<file path="config.mk">
export PLATFORM = sky130hd
export DESIGN_NAME = hc_161
export DESIGN_NICKNAME = d
export VERILOG_FILES = /design/src/rtl/hc_161.sv
export SDC_FILE = /design/constraint.sdc
export NUM_CORES = 1
export LEC_CHECK = 0
export ABC_AREA = 1
export BUFFER_PORTS_ARGS = -buffer_cell sky130_fd_sc_hd__buf_2
export CAP_MARGIN = 10
export CORE_AREA = 2 2 39 41
export DETAILED_ROUTE_END_ITERATION = 8
export DIE_AREA = 0 0 41 43
export GPL_TIMING_DRIVEN = 1
export PLACE_DENSITY = 0.48
export SLEW_MARGIN = 10
export SYNTH_ARGS = -nofsm -noshare
export SYNTH_HDL_FRONTEND = slang
export SYNTH_SLANG_ARGS = --single-unit
</file>
<file path="constraint.sdc">
create_clock -name clk -period 2 [get_ports clk]
set_input_delay 0.1 -clock clk [delete_from_list [all_inputs] [get_ports clk]]
set_output_delay 0.1 -clock clk [all_outputs]
set_load 0.01 [all_outputs]
</file>
<file path="src/rtl/hc_161.sv">
// Synchronous presettable binary counter with trickle-gated terminal count.
// One WIDTH-bit register; tc is decoded combinationally from q and cet.
module hc_161 #(
    parameter int WIDTH = 4
) (
    output logic [WIDTH-1:0] q,
    output logic             tc,
    input  logic             mr,
    input  logic             clk,
    input  logic             cep,
    input  logic             cet,
    input  logic             pe,
    input  logic [WIDTH-1:0] d
);

    localparam logic [WIDTH-1:0] ALL_ONES = '1;

    // Reset beats load, and load beats count.
    always_ff @(posedge clk) begin
        if (!mr) begin
            q <= '0;
        end else if (!pe) begin
            q <= d;
        end else if (cep && cet) begin
            q <= q + WIDTH'(1);
        end
    end

    assign tc = cet && (q == ALL_ONES);

endmodule

</file>
### Word level (Yosys, flattened, before mapping)

Index checks and enable logic that the tools add are counted.

* bits in registers: 4
* input port bits: 9
* output and inout bits: 5
* logic and storage cells: 8

* add/sub/neg operators: 1
* eq/ne operators: 2
* muxes and demuxes: 2
* reductions and logical operators: 2

Operators with widths (number)
* 4-bit 2-to-1 mux: 2
* 4-bit by 1-bit adder with 4-bit output (second input constant): 1
* 4-bit equality test (second input constant): 1
* 1-bit logical AND: 2
* 2-bit by 1-bit != test with 1-bit output (second input constant): 1

### Longest topological paths before layout

* depth in word-level cells: 3
* mapped depth: 7
* depth with buffers taken out: 7

### Least setup slack after synthesis

OpenSTA, ideal clock, no wires.

* path type: reg2reg
* from: reg q[0]
* to: reg q[2]
* library setup time: 0.109 ns
* data arrival time: 0.969 ns
* data required time: 1.891 ns
* setup slack: 0.922 ns
* stages on the path, launching flop included: 7
* path buffers: 0
* clock period less this slack: 1.078 ns
* cells stage by stage: dfxtp_1 -> ha_1 -> or2_0 -> nand3_1 -> nand3_1 -> nand2_1 -> inv_1

* cells in the longest elaborated chain, start to end: 3

Ends and longest elaborated chain
* start, declared: RTL line 6 `output logic [WIDTH-1:0] q,`
* start signal, assigned: RTL line 25 `q <= q + WIDTH'(1);`
* 4-bit by 1-bit adder with 4-bit output: RTL line 25
* 4-bit 2-to-1 mux: RTL line 24 `end else if (cep && cet) begin`
* 4-bit 2-to-1 mux: RTL line 22 `end else if (!pe) begin`

Every way passes these cells. The select of a mux whose other input is x is not followed.
A chain may end at the register's enable or synchronous reset.

### Final worst setup path

* from: reg q[0]
* to: out tc

* cells in the longest elaborated chain, start to end: 2

Ends and longest elaborated chain
* 4-bit equality test: RTL line 29 `assign tc = cet && (q == ALL_ONES);`
* 1-bit logical AND: RTL line 29
* end, declared: RTL line 7 `output logic tc,`

Every way passes these cells.

==> metrics.txt <==
status completed; total negative setup slack 0 ps; ys async rst share 0; YS warnings 0; largest net degree at the start of global routing 7; Reg-to-Reg Start q[0]$_SDFFE_PN0P_; sequential group share of total power 0.398; Cells on Worst Hold Path 3; post-route ant nets 0; Critical Path RT 1900 ps; maximum capacitance violations 0; registers with the most flip-flops q (4); post-layout util 0.2523; Routed WL 595 um; crit path time final 1208 ps; Root Buffer clkbuf_4; layout cells sized above 1 0.3519; FP Rows 14; H-tree Lvls 1; commonest cells in the netlist nand2_1, dfxtp_1, inv_1, nand3_1, nor2_1; R2R cell count 6; sw frac 0.2669; Least-Margin Pin Slew 180.7 ps; largest family of logic cells by synthesized area simple AND/OR/NAND/NOR gates; DR vias/cell 4.000; core area 0.001384 mm^2; Overflow after GRT 0; Synth Cell Area 241.5 um^2; Synth Flop Type dfxtp_1; Crit Path Category reg2out; clock share of power 0.423; port buffer count 13; internal power 173.4 uW; clk_lat worst skew 230 ps; DRT iter0 DRCs 4; Place WS 893.8 ps; Die ar. 0.001763 mm^2; I/O pin cnt 14; RSZ-0062 raised after global routing no; first-pass GRT wire length 1000 um; DRC viols 0; startpoint types register; register bit total from synthesis 4; Clock Path Buffers 2; crit path DAT 1110 ps; dpl cell area 326.6 um^2; Post-Synth XOR/XNOR Area 0; final hold violations 0; net count after synthesis 48; post-synth top area cell dfxtp_1; Hold-fix buffers, CTS 0; hold endpoint q[2]$_SDFFE_PN0P_; Setup-failing EPs final 0; Final Wtd Congestion 0.7404; critical path cell sequence ha_1 > nand2_1 > nor2_1 > buf_2; initial antenna violation count 0; Crit-path slowest cell dfxtp_1; Die Y-Extent 43 um; Synth Area in Compound Gates 0.1192; P_sw 63.12 uW; combinational power share 0.179; crit end category output pin; layout overhead on the synthesized area 44.56%; Reg2Reg Setup Slack 910 ps; Die X 41 um; maximum vdd drop 0.3005 mV; CP peak stage delay 400 ps; # Post-CTS Setup Buffers 0; starting density of the core 0.1745; cell area power density 677.4 mW/mm^2; max reg flops 4; DR pass1 iterations 2; Inserted Clock Buffers 3; clk slew on worst S/H paths 40 ps; Synth Area in Simple Gates 0.4197; CTS tree yes; fin area 349.1 um^2; layout net count 66; Setup Skew 5.633 ps; Fmax 827.7 MHz; Hold Path Class in2reg; clock sink count 4; Post-Synthesis Cells 38; Biggest register q; Post-Synth Adder-Cell Area 0.05181; CP max FO 6; Netlist cell types 15; syn_area_per_cell 6.355 um^2; Antenna diodes 0; fin crit share 0.6041; R2R Path End q[2]$_SDFFE_PN0P_; Seq/Total Area, Yosys 0.3316; Total GRT Usage 0.08216; Slew HR 0.8788; DR WL/cell 8.500 um; count leader, synth nand2_1; max-slew violation count 0; Synth area leaders dfxtp_1, nand2_1, nand3_1, inv_1, nor2_1; EDFF count, synth 0; vias in the first global route 232; Lkg Pwr 0.0001843 uW; # resized after CTS 0; mux contribution to synthesized area 0; setup ws final 791.9 ps; vias post-DR 280; hold_sp mr; top-area cell type share of the netlist area 0.3316; HPWL after detailed placement 514.6 um
==> worst max path at each step <==
stage | start | to | slack [ps] | cells after the start
finish | q[0]$_SDFFE_PN0P_ | tc | 790 | 4
global route | q[0]$_SDFFE_PN0P_ | tc | 700 | 4
CTS | q[0]$_SDFFE_PN0P_ | tc | 770 | 4
detailed placement | q[0]$_SDFFE_PN0P_ | q[2]$_SDFFE_PN0P_ | 890 | 6
global placement | q[0]$_SDFFE_PN0P_ | q[2]$_SDFFE_PN0P_ | 900 | 6
floorplan | q[0]$_SDFFE_PN0P_ | q[2]$_SDFFE_PN0P_ | 920 | 6
==> power groups by stage <==
stage	registers [uW]	logic [uW]	clock network, uW
2_1_floorplan	97.4	20.7	0
3_3_place_gp	95.9	43.8	0
3_5_place_dp	95.7	43.8	0
4_1_cts	94.4	43.8	108
5_1_grt	95.3	51.1	113
6_report	94.1	42.3	100
==> metal layers <==
metal | up-vias | part of all wire | track usage
li1 | 158 | - | -
met1 | 114 | 0.47 | 0.1118
met2 | 8 | 0.44 | 0.1063
met3 | 0 | 0.082 | 0.05236
met4 | 0 | 0 | 0.02000
met5 | - | 0 | 0
==> placed cells by master (no fill, tap or decap), drive strengths merged <==
cell type  netlist  final
nand2           12     12
nand3            4      4
nor2             5      5
dfxtp            4      4
nand4            1      1
a31oi            1      1
inv              5      5
o21ai            2      2
a211oi           1      1
buf              0     13
ha               1      1
clkbuf           0      3
a21oi            1      1
or2              1      1
==> stage by stage <==
stage          std cells  power (uW)  hold WS [ps]
3_3_place_gp          67       139.6         356.4
3_5_place_dp          67       139.5         359.4
5_1_grt               70       259.0         121.8
6_report              70       236.5         110.1
4_1_cts               70       246.4         106.3
2_1_floorplan         38       118.1         197.6
==> critical path: cells and delay by family, from the launching register on <==
| family | cells | cell delay, ps |
|---|---|---|
| DFF | 1 | 400 |
| adders and majority gates | 1 | 180 |
| and+or+nand+nor | 2 | 170 |
| buffers and inverters | 1 | 130 |
==> area by class of cell <==
class,count,area [um^2]
flip-flops and latches,4,80.08
fillers,178,1035
clock buffers,3,22.52
repair buffers,13,65.06
well taps,16,20.02
inverters,5,18.77
multi-input cells,29,142.6
==> cell families after synthesis <==
| group | after synthesis |
|---|---|
| buffers and inverters | 5 |
| AND/OR/NAND/NOR | 23 |
| AO/OA/AOI/OAI | 5 |
| adder cells (fa/ha/maj) | 1 |
| flip-flops | 4 |
Note: power is estimated with default switching activity, not from simulation.
